**src/rtl/issue_controller_pkg.sv**
```systemverilog
// ----------------------------------------------------------------------------
// issue_controller_pkg
// Types and helpers shared by the decode/issue controller:
//   - RV32I major opcode constants
//   - reg_use_t: which register fields an opcode reads and writes
//   - decode_reg_use / is_legal_opcode: opcode lookups
//   - issue FSM state type
// ----------------------------------------------------------------------------
package issue_controller_pkg;

    localparam int XLEN_DEF  = 32;
    localparam int NREGS_DEF = 32;
    localparam int REG_IDX_W = 5;

    localparam logic [6:0] OP_REG    = 7'b0110011;
    localparam logic [6:0] OP_IMM    = 7'b0010011;
    localparam logic [6:0] OP_LOAD   = 7'b0000011;
    localparam logic [6:0] OP_STORE  = 7'b0100011;
    localparam logic [6:0] OP_BRANCH = 7'b1100011;
    localparam logic [6:0] OP_JAL    = 7'b1101111;
    localparam logic [6:0] OP_JALR   = 7'b1100111;
    localparam logic [6:0] OP_LUI    = 7'b0110111;
    localparam logic [6:0] OP_AUIPC  = 7'b0010111;

    typedef struct packed {
        logic uses_rs1;
        logic uses_rs2;
        logic writes_rd;
    } reg_use_t;

    typedef enum logic {
        ST_EMPTY,
        ST_HOLD
    } issue_state_t;

    // Unsupported opcodes read and write nothing, so they can never stall.
    function automatic reg_use_t decode_reg_use(input logic [6:0] opcode);
        reg_use_t u;
        u = '0;
        case (opcode)
            OP_REG:                    u = '{uses_rs1: 1'b1, uses_rs2: 1'b1, writes_rd: 1'b1};
            OP_IMM, OP_LOAD, OP_JALR:  u = '{uses_rs1: 1'b1, uses_rs2: 1'b0, writes_rd: 1'b1};
            OP_STORE, OP_BRANCH:       u = '{uses_rs1: 1'b1, uses_rs2: 1'b1, writes_rd: 1'b0};
            OP_JAL, OP_LUI, OP_AUIPC:  u = '{uses_rs1: 1'b0, uses_rs2: 1'b0, writes_rd: 1'b1};
            default:                   u = '0;
        endcase
        return u;
    endfunction

    function automatic logic is_legal_opcode(input logic [6:0] opcode);
        logic legal;
        case (opcode)
            OP_REG, OP_IMM, OP_LOAD, OP_STORE, OP_BRANCH,
            OP_JAL, OP_JALR, OP_LUI, OP_AUIPC: legal = 1'b1;
            default:                           legal = 1'b0;
        endcase
        return legal;
    endfunction

endpackage

```
**src/rtl/issue_controller_if.sv**
```systemverilog
// ----------------------------------------------------------------------------
// issue_controller_if
// Bundles the fetch->decode handshake, decode->execute handshake, writeback
// retire port and redirect flush of the issue controller.
//   slave  : the issue controller side
//   master : the surrounding pipeline (fetch / execute / writeback)
// ----------------------------------------------------------------------------
interface issue_controller_if #(
    parameter int XLEN = 32
);
    // fetch -> decode
    logic            if_valid;
    logic            if_ready;
    logic [31:0]     if_instr;
    logic [XLEN-1:0] if_pc;
    // decode -> execute
    logic            ex_valid;
    logic            ex_ready;
    logic [31:0]     ex_instr;
    logic [XLEN-1:0] ex_pc;
    logic [4:0]      ex_rs1;
    logic [4:0]      ex_rs2;
    logic [4:0]      ex_rd;
    logic            ex_illegal;
    // writeback retire and redirect
    logic            wb_valid;
    logic [4:0]      wb_rd;
    logic            flush;

    modport slave (
        input  if_valid, if_instr, if_pc, ex_ready, wb_valid, wb_rd, flush,
        output if_ready, ex_valid, ex_instr, ex_pc, ex_rs1, ex_rs2, ex_rd, ex_illegal
    );

    modport master (
        output if_valid, if_instr, if_pc, ex_ready, wb_valid, wb_rd, flush,
        input  if_ready, ex_valid, ex_instr, ex_pc, ex_rs1, ex_rs2, ex_rd, ex_illegal
    );

endinterface

```
**src/rtl/issue_controller_reg_scoreboard.sv**
```systemverilog
// ----------------------------------------------------------------------------
// reg_scoreboard
// One busy bit per architectural register, marking an issued write that has
// not yet retired.
//   clk, rst          : clock, synchronous active-high reset (clears all bits)
//   set_en / set_idx  : mark a register busy at the next edge
//   clr_en / clr_idx  : writeback retire, clears the busy bit
//   rs1/rs2/rd_idx    : combinational lookup indices
//   rs1/rs2/rd_busy   : lookup results
// A set and a clear of the same register in one cycle leaves it busy: the
// newly issued write is the younger one still outstanding. Register 0 is
// never set, so it always reads idle.
// Build option ISSUE_WB_BYPASS_EN: lookups ignore the register being retired
// this cycle so a waiting consumer can issue alongside its writeback.
// ----------------------------------------------------------------------------
module reg_scoreboard #(
    parameter int NREGS = 32,
    parameter int IDX_W = 5
) (
    input  logic             clk,
    input  logic             rst,
    input  logic             set_en,
    input  logic [IDX_W-1:0] set_idx,
    input  logic             clr_en,
    input  logic [IDX_W-1:0] clr_idx,
    input  logic [IDX_W-1:0] rs1_idx,
    input  logic [IDX_W-1:0] rs2_idx,
    input  logic [IDX_W-1:0] rd_idx,
    output logic             rs1_busy,
    output logic             rs2_busy,
    output logic             rd_busy
);

    logic [NREGS-1:0] busy;
    logic [NREGS-1:0] set_vec;
    logic [NREGS-1:0] clr_vec;
    logic [NREGS-1:0] look_vec;

    // Index 0 is filtered here, which is what keeps busy[0] permanently low.
    always_comb begin
        set_vec = '0;
        clr_vec = '0;
        if (set_en && (set_idx != '0)) set_vec[set_idx] = 1'b1;
        if (clr_en && (clr_idx != '0)) clr_vec[clr_idx] = 1'b1;
    end

    always_ff @(posedge clk) begin
        if (rst) begin
            busy <= '0;
        end else begin
            // Clear first, then OR the set in: set wins on a collision.
            busy <= (busy & ~clr_vec) | set_vec;
        end
    end

`ifdef ISSUE_WB_BYPASS_EN
    assign look_vec = busy & ~clr_vec;
`else
    assign look_vec = busy;
`endif

    assign rs1_busy = look_vec[rs1_idx];
    assign rs2_busy = look_vec[rs2_idx];
    assign rd_busy  = look_vec[rd_idx];

endmodule

```
**src/rtl/issue_controller.sv**
```systemverilog
// ----------------------------------------------------------------------------
// issue_controller
// Decode/issue stage of the RV32I core. Buffers one fetched instruction,
// decodes its register usage, stalls on RAW/WAW hazards against a register
// scoreboard and hands the instruction to execute over valid/ready.
//   clk   : core clock
//   rst   : synchronous active-high reset (buffer and scoreboard cleared)
//   bus   : issue_controller_if.slave
//           if_*  fetch offer / accept
//           ex_*  buffered instruction, decoded fields, illegal flag
//           wb_*  writeback retire, clears a busy bit
//           flush redirect, drops the buffer and any fetch offer this cycle
// Build option ISSUE_WB_BYPASS_EN (see reg_scoreboard): a consumer may issue
// in the same cycle as the writeback it waits on.
// ----------------------------------------------------------------------------
module issue_controller
    import issue_controller_pkg::*;
#(
    parameter int XLEN  = XLEN_DEF,
    parameter int NREGS = NREGS_DEF
) (
    input  logic                clk,
    input  logic                rst,
    issue_controller_if.slave   bus
);

    issue_state_t    state;
    logic [31:0]     instr_q;
    logic [XLEN-1:0] pc_q;
    reg_use_t        use_q;
    logic            illegal_q;

    logic [REG_IDX_W-1:0] rs1;
    logic [REG_IDX_W-1:0] rs2;
    logic [REG_IDX_W-1:0] rd;
    logic rs1_busy, rs2_busy, rd_busy;
    logic hazard;
    logic ex_valid;
    logic issue;
    logic if_ready;
    logic accept;

    assign rs1 = instr_q[19:15];
    assign rs2 = instr_q[24:20];
    assign rd  = instr_q[11:7];

    assign hazard = (use_q.uses_rs1  && rs1_busy) ||
                    (use_q.uses_rs2  && rs2_busy) ||
                    (use_q.writes_rd && rd_busy);

    // Flush masks both handshakes so a redirect never issues the stale
    // instruction nor swallows a wrong-path fetch.
    assign ex_valid = (state == ST_HOLD) && !hazard && !bus.flush;
    assign issue    = ex_valid && bus.ex_ready;
    assign if_ready = ((state == ST_EMPTY) || issue) && !bus.flush;
    assign accept   = bus.if_valid && if_ready;

    reg_scoreboard #(
        .NREGS (NREGS),
        .IDX_W (REG_IDX_W)
    ) u_sb (
        .clk      (clk),
        .rst      (rst),
        .set_en   (issue && use_q.writes_rd),
        .set_idx  (rd),
        .clr_en   (bus.wb_valid),
        .clr_idx  (bus.wb_rd),
        .rs1_idx  (rs1),
        .rs2_idx  (rs2),
        .rd_idx   (rd),
        .rs1_busy (rs1_busy),
        .rs2_busy (rs2_busy),
        .rd_busy  (rd_busy)
    );

    // Buffer FSM. Decode is done on the fetch word at accept time so the
    // buffered flags stay stable alongside the buffered instruction.
    always_ff @(posedge clk) begin
        if (rst) begin
            state     <= ST_EMPTY;
            instr_q   <= '0;
            pc_q      <= '0;
            use_q     <= '0;
            illegal_q <= 1'b0;
        end else if (bus.flush) begin
            state <= ST_EMPTY;
        end else if (accept) begin
            state     <= ST_HOLD;
            instr_q   <= bus.if_instr;
            pc_q      <= bus.if_pc;
            use_q     <= decode_reg_use(bus.if_instr[6:0]);
            illegal_q <= !is_legal_opcode(bus.if_instr[6:0]);
        end else if (issue) begin
            state <= ST_EMPTY;
        end
    end

    assign bus.ex_valid   = ex_valid;
    assign bus.if_ready   = if_ready;
    assign bus.ex_instr   = instr_q;
    assign bus.ex_pc      = pc_q;
    assign bus.ex_rs1     = rs1;
    assign bus.ex_rs2     = rs2;
    assign bus.ex_rd      = rd;
    assign bus.ex_illegal = illegal_q;

endmodule

```
**src/flat_wrapper.sv**
```systemverilog
// flat-port wrapper written by rule: the top's interface ports become plain ports
module issue_controller_flat import issue_controller_pkg::*;
#(
    parameter int XLEN  = XLEN_DEF,
    parameter int NREGS = NREGS_DEF
)
  (clk, rst, bus_if_valid, bus_if_instr, bus_if_pc, bus_ex_ready, bus_wb_valid, bus_wb_rd, bus_flush, bus_if_ready, bus_ex_valid, bus_ex_instr, bus_ex_pc, bus_ex_rs1, bus_ex_rs2, bus_ex_rd, bus_ex_illegal);
  issue_controller_if #(.XLEN(XLEN)) bus_i ();
  input  logic clk;
  input  logic rst;
  input wire logic [$bits(bus_i.if_valid)-1:0] bus_if_valid;
  input wire logic [$bits(bus_i.if_instr)-1:0] bus_if_instr;
  input wire logic [$bits(bus_i.if_pc)-1:0] bus_if_pc;
  input wire logic [$bits(bus_i.ex_ready)-1:0] bus_ex_ready;
  input wire logic [$bits(bus_i.wb_valid)-1:0] bus_wb_valid;
  input wire logic [$bits(bus_i.wb_rd)-1:0] bus_wb_rd;
  input wire logic [$bits(bus_i.flush)-1:0] bus_flush;
  output wire logic [$bits(bus_i.if_ready)-1:0] bus_if_ready;
  output wire logic [$bits(bus_i.ex_valid)-1:0] bus_ex_valid;
  output wire logic [$bits(bus_i.ex_instr)-1:0] bus_ex_instr;
  output wire logic [$bits(bus_i.ex_pc)-1:0] bus_ex_pc;
  output wire logic [$bits(bus_i.ex_rs1)-1:0] bus_ex_rs1;
  output wire logic [$bits(bus_i.ex_rs2)-1:0] bus_ex_rs2;
  output wire logic [$bits(bus_i.ex_rd)-1:0] bus_ex_rd;
  output wire logic [$bits(bus_i.ex_illegal)-1:0] bus_ex_illegal;
  assign bus_i.if_valid = bus_if_valid;
  assign bus_i.if_instr = bus_if_instr;
  assign bus_i.if_pc = bus_if_pc;
  assign bus_i.ex_ready = bus_ex_ready;
  assign bus_i.wb_valid = bus_wb_valid;
  assign bus_i.wb_rd = bus_wb_rd;
  assign bus_i.flush = bus_flush;
  assign bus_if_ready = bus_i.if_ready;
  assign bus_ex_valid = bus_i.ex_valid;
  assign bus_ex_instr = bus_i.ex_instr;
  assign bus_ex_pc = bus_i.ex_pc;
  assign bus_ex_rs1 = bus_i.ex_rs1;
  assign bus_ex_rs2 = bus_i.ex_rs2;
  assign bus_ex_rd = bus_i.ex_rd;
  assign bus_ex_illegal = bus_i.ex_illegal;
  issue_controller #(.XLEN(XLEN), .NREGS(NREGS)) u_core (.clk(clk), .rst(rst), .bus(bus_i));
endmodule
```
**config.mk**
```make
export PLATFORM = sky130hd
export DESIGN_NAME = issue_controller_flat
export DESIGN_NICKNAME = d
export VERILOG_FILES = /design/src/rtl/issue_controller_pkg.sv /design/src/rtl/issue_controller_if.sv /design/src/rtl/issue_controller_reg_scoreboard.sv /design/src/rtl/issue_controller.sv /design/src/flat_wrapper.sv
export SDC_FILE = /design/constraint.sdc
export NUM_CORES = 1
export LEC_CHECK = 0
export BUFFER_PORTS_ARGS = -buffer_cell sky130_fd_sc_hd__buf_2
export CORE_UTILIZATION = 50
export DETAILED_ROUTE_END_ITERATION = 6
export PLACE_DENSITY = 0.74
export RECOVER_POWER = 100
export SLEW_MARGIN = 20
export SYNTH_ARGS = -nofsm -noshare
export SYNTH_HDL_FRONTEND = slang
export SYNTH_SLANG_ARGS = --single-unit
```
**constraint.sdc**
```tcl
create_clock -name clk -period 5.75 [get_ports clk]
set_input_delay 0.2875 -clock clk [delete_from_list [all_inputs] [get_ports clk]]
set_output_delay 0.2875 -clock clk [all_outputs]
set_load 0.02 [all_outputs]
```
# Yosys cells after proc, flatten, opt, wreduce, memory -nomap -nowiden
# Cells that the tools add are included.
# W data, S select, Z words.
# totals
regBits	101
inputBits	75
output_inout_bits	82
word_cells	75
# classes
order_cmp	6
eq_ne	9
muxes	19
n_bitwise	5
n_reduce_logical	28
# ops
operator	count
$mux W32	2
$and A32 B32 Y32	1
$not A32 Y32	1
$or A32 B32 Y32	1
$lt A5 B6 Y1 const B	4
$eq A7 B6 Y1 const B	3
$eq A7 B7 Y1 const B	3
$bmux W1 S5	3
$eq A7 B5 Y1 const B	2
$logic_and A1 B1 Y1	13
$pmux W3 S4	1
$mux W1	11
$demux W1 S5	2
$ge A5 B1 Y1 const B	2
$reduce_bool A5 Y1	2
$reduce_or A9 Y1	1
$eq A7 B2 Y1 const B	1
$reduce_or A3 Y1	2
$reduce_or A2 Y1	2
$logic_not A1 Y1	3
$logic_or A1 B1 Y1	3
$not A1 Y1	2
$reduce_and A2 Y1	1
$reduce_bool A2 Y1	1

# Logic depth before layout (Yosys ltp)
# depth
depth_word	16
depth_mapped	10
ltp_nobuf	6

# Modules after synthesis
# A second synthesis with hierarchy kept.
# unflattened
hier_cells	637
hier_area_um2	5146.2
# by_module_without_submodules
module	instances	cells_per_inst	area_per_inst_um2	seq_area_each_um2
issue_controller	1	351	2906.5	1381.3
reg_scoreboard	1	286	2239.6	640.6

# Worst setup path after synthesis
# OpenSTA, ideal clock, no wires.
# synth_timing
path_kind	register to output
startpoint	reg u_core.instr_q[7], in the netlist u_core.bus.ex_instr[7]
endpoint	out bus_ex_valid
arrival_time_ns	2.851
t_required_ns	5.463
path_slack_ns	2.611
stages_incl_launch_ff	10
cell_sequence	dfxtp_1 > buf_2 > buf_2 > mux4_2 > a32o_1 > o41ai_2 > o41a_1 > nand2_1 > clkbuf_1 > nor3_1
# synth_between
elab_chain_cells	7
# synth_lines
element	line	text
start, declared	issue_controller.sv:28	logic [31:0] instr_q;
start signal, assigned	issue_controller.sv:89	instr_q <= bus.if_instr;
$bmux W1 S5	issue_controller_reg_scoreboard.sv:64	assign rd_busy = look_vec[rd_idx];
$mux W1 (not written as such)	issue_controller_reg_scoreboard.sv:64	
$logic_and A1 B1 Y1	issue_controller.sv:49	(use_q.writes_rd && rd_busy);
$logic_or A1 B1 Y1	issue_controller.sv:48	(use_q.uses_rs2 && rs2_busy) ||
$logic_not A1 Y1	issue_controller.sv:53	assign ex_valid = (state == ST_HOLD) && !hazard && !bus.flush;
$logic_and A1 B1 Y1 (2 in series)	issue_controller.sv:53	
end, declared	flat_wrapper.sv:19	output wire logic [$bits(bus_i.ex_valid)-1:0] bus_ex_valid;
# Every way passes these cells. The select of a mux whose other input is x is not followed.

# Final worst setup path
# Ends and elaborated chain as after synthesis.

==> flow_summary_export.csv <==
group,metric,value,unit
power,p_int,991,uW
sta,fin_tns_setup,0,ps
route,drc,0,
global_route,grt_max_degree,105,
yosys,yosys_most_used_dff,"dfxtp_1",
sta,slew_violations,0,
worst_setup_path,r2r-start,"u_core.bus.ex_instr[7]",
yosys,netlist_area,5270,sq um
worst_setup_path,cp.required,5460,ps
yosys,postSynthCellCount,568,
global_route,grt_pass1_wl,21900,um
route,antenna_left,0,
yosys,yosysUniqueCellTypes,43,
layout,area_delta_synth_final,13.8,%
yosys,synth_nets,643,
sta,relSlewSlack,0.244,
sta,worst_slew_pin_slew,1130,ps
route,firstDrtPassIters,7,
floorplan,die_y,105,um
min_path,min_to,"u_core.state",
route,drt_first_iter_violations,410,
sta,fin_skew,12.8,ps
sta,fmax,0.221,GHz
worst_setup_path,rrSetupSlack,1690,ps
power,p_seq_frac,0.539,
status,outcome,"finished, final reports clean",
clock_tree,cts.sinks,101,
placed_design,port_buffers,156,
floorplan,core,10300,sq um
worst_setup_path,end_kind,"primary output",
yosys,synth_edf_count,0,
min_path,holdPathStages,2,
layout,layout.nets,748,
yosys,yosys_warnings,0,
yosys,synth_sequential_area_ratio,0.383,
floorplan,ios,157,
clock_tree,post_cts_resized,0,
layout,n_fill_cell,981,
yosys,synth_seq_cells,101,
placed_design,gp_congestion,0.882,
worst_setup_path,max_stage_delay,860,ps
route,routed_via_density,5.87,
clock_tree,cts_made_buffers,9,
route,post_drt_wl_per_cell,17.2,um
flow_run,cap_violations,0,
worst_setup_path,r2r_cells,7,
layout,antenna_cells,0,
sta,hold_viol,0,
global_route,overflow,0,
worst_setup_path,path_delay_family,"compound AO/OA/AOI/OAI gates",
clock_tree,post_cts_buffers,0,
clock_tree,htreeDepth,3,
sta,fin_crit_sh,0.785,
sta,rsz0062_at_grt,"false",
global_route,grt_pass1_vias,4433,
worst_setup_path,worstSetupPathType,"flop to primary output",
power,swShare,0.304,
yosys,syn_avg_cell_area,9.28,sq um
min_path,hold_start,"bus_if_valid",
route,wirelength,14000,um
clock_tree,clk-insertion-delay-late,370,ps
power,power_frac_clock,0.292,
yosys,synthArstFlopShare,0,
worst_setup_path,cp_num_buf_inv,1,
placed_design,dp_hpwl,10100,um
worst_setup_path,critPathMaxFanout,32,
worst_setup_path,worstReg2RegEnd,"u_core.bus.ex_pc[30]",
clock_tree,clk_path_buf_depth,2,
worst_setup_path,critPathSlowestCell,"dfxtp_1",
clock_tree,cts_hold_buf,0,
power,p_leak,0.00225,uW
worst_setup_path,path_cells,"mux4_2, a32o_1, o41ai_1, o41a_1, nand2_1, nor3_1, clkbuf_1",
global_route,track_usage,0.252,
floorplan,die_x,105,um
placed_design,pre_cts_slack,1880,ps
power,pwr-share-comb,0.169,
floorplan,std_cell_rows,37,
power,p_per_area,238,nW/um^2
sta,setup_ws,1230,ps
clock_tree,cts_root_buf,"clkbuf_8",
global_route,antenna_found_initial,0,
power,p_switching,434,uW
power,vdd_drop_max,0.000142,V
worst_setup_path,cp-start-kind,"flop",
sta,post-route-min-period,4520,ps
layout,drive_gt1_frac,0.180,
worst_setup_path,worstPathArrival,4230,ps
sta,timing.hold.ws,131,ps
floorplan,initial_utilization,0.513,
clock_tree,clkTransAtPathRegs,100,ps
floorplan,dieArea,11000,sq um
min_path,hold_class,"input port to flop",
route,vias,4775,
sta,finalSetupViolations,0,
clock_tree,cts_tree,"yes",
## registers in the layout, indices dropped and copies added, names as in the netlist
name                   cells
u_core.bus.ex_illegal      1
u_core.bus.ex_instr       32
u_core.bus.ex_pc          32
u_core.state               1
u_core.u_sb.busy          32
u_core.use_q               3
## cells by family (layout without fill, tap and decap cells)
logic type / Yosys count / after routing / synth area share
and+or+nand+nor: 236 / 236 / 0.201
DFF: 101 / 101 / 0.383
muxes: 98 / 98 / 0.246
buffers and inverters: 71 / 181 / 0.0695
AOI/OAI and AO/OA: 62 / 62 / 0.0999
## per-stage QoR
| stage | utilization | instance area [sq um] | total power (uW) | cells |
|---|---|---|---|---|
| global route | 0.584 | 6000 | 1490 | 814 |
| floorplan | - | 5270 | 954 | 568 |
| finish | 0.584 | 6000 | 1430 | 814 |
| CTS | 0.594 | 6100 | 1450 | 814 |
| global placement | 0.576 | 5920 | 1030 | 798 |
| detailed placement | 0.576 | 5920 | 1030 | 798 |
## worst register-to-register path: stages (launching register included)
cell,delay [ps]
dfxtp_1,860
mux4_2,600
a32o_1,260
o41ai_1,560
nand3_1,240
o32ai_4,760
buf_12,420
mux2i_1,300
## area by class of cell
class                           count  area [sq um]  share of cell area
Multi-Input combinational cell    396          2890               0.482
Sequential cell                   101          2020               0.337
Timing Repair Buffer              158           706               0.118
Tap cell                          136           170              0.0284
Clock buffer                       12           145              0.0242
Clock inverter                      4          33.8             0.00563
Inverter                            7          28.8             0.00480
## routing by layer
metal / share of wire / global-route usage / vias to the layer above
met5: 0 / 0 / -
met4: 0.033 / 0.128 / 0
li1: - / - / 2230
met1: 0.42 / 0.316 / 2277
met3: 0.078 / 0.0518 / 39
met2: 0.47 / 0.411 / 229
## power by group through the flow
| stage | sequential, uW | clock, uW | combinational (uW) |
|---|---|---|---|
| after floorplan | 803 | 0 | 151 |
| after global placement | 781 | 0 | 244 |
| after detailed placement | 783 | 0 | 250 |
| after CTS | 767 | 429 | 251 |
| after global routing | 774 | 459 | 259 |
| final | 769 | 417 | 240 |
## layout by cell type, fill, tap and decap left out, types with 5 or more instances in the layout
| cell | instances |
|---|---|
| mux2i_1 | 71 |
| clkbuf_8 | 10 |
| o211ai_1 | 13 |
| inv_1 | 6 |
| nand3_1 | 22 |
| nand2_1 | 158 |
| nand2b_1 | 5 |
| mux4_2 | 25 |
| nand3b_1 | 5 |
| buf_2 | 74 |
| nor3b_1 | 8 |
| nor2b_1 | 7 |
| o41ai_1 | 32 |
| nor2_1 | 8 |
| dfxtp_1 | 101 |
| clkbuf_1 | 84 |
## synth_stat cells (3+ instances only)
cell      instances  area share
clkbuf_1         35       0.025
nand3_1          23       0.022
a22o_1            3      0.0050
inv_1             7      0.0050
nand2_1         158        0.11
o41ai_1          31       0.051
nor2b_1           7      0.0083
buf_6             3      0.0064
and3_1            3      0.0036
and2_1            3      0.0036
mux4_2           25        0.11
o211ai_1         13       0.019
nand2b_1          5      0.0059
buf_4            19       0.027
buf_2             5      0.0047
nor3_1            3      0.0028
nand3b_1          5      0.0071
mux2i_1          71        0.13
dfxtp_1         101        0.38
nor3b_1           8       0.011
nor2_1            8      0.0057
## how the worst max path moves through the flow
stage	startpoint	endpoint	slack (ps)	cells after the start
after floorplan	u_core.bus.ex_instr[7]	bus_ex_valid	2610	9
after global placement	u_core.bus.ex_instr[7]	bus_ex_valid	2000	7
after detailed placement	u_core.bus.ex_instr[7]	u_core.bus.ex_instr[12]	1880	7
after CTS	u_core.bus.ex_instr[7]	bus_ex_valid	1500	7
after global routing	u_core.bus.ex_instr[7]	bus_ex_valid	890	7
final	u_core.bus.ex_instr[7]	bus_ex_valid	1230	7
Power figures use the tool's default switching activity.
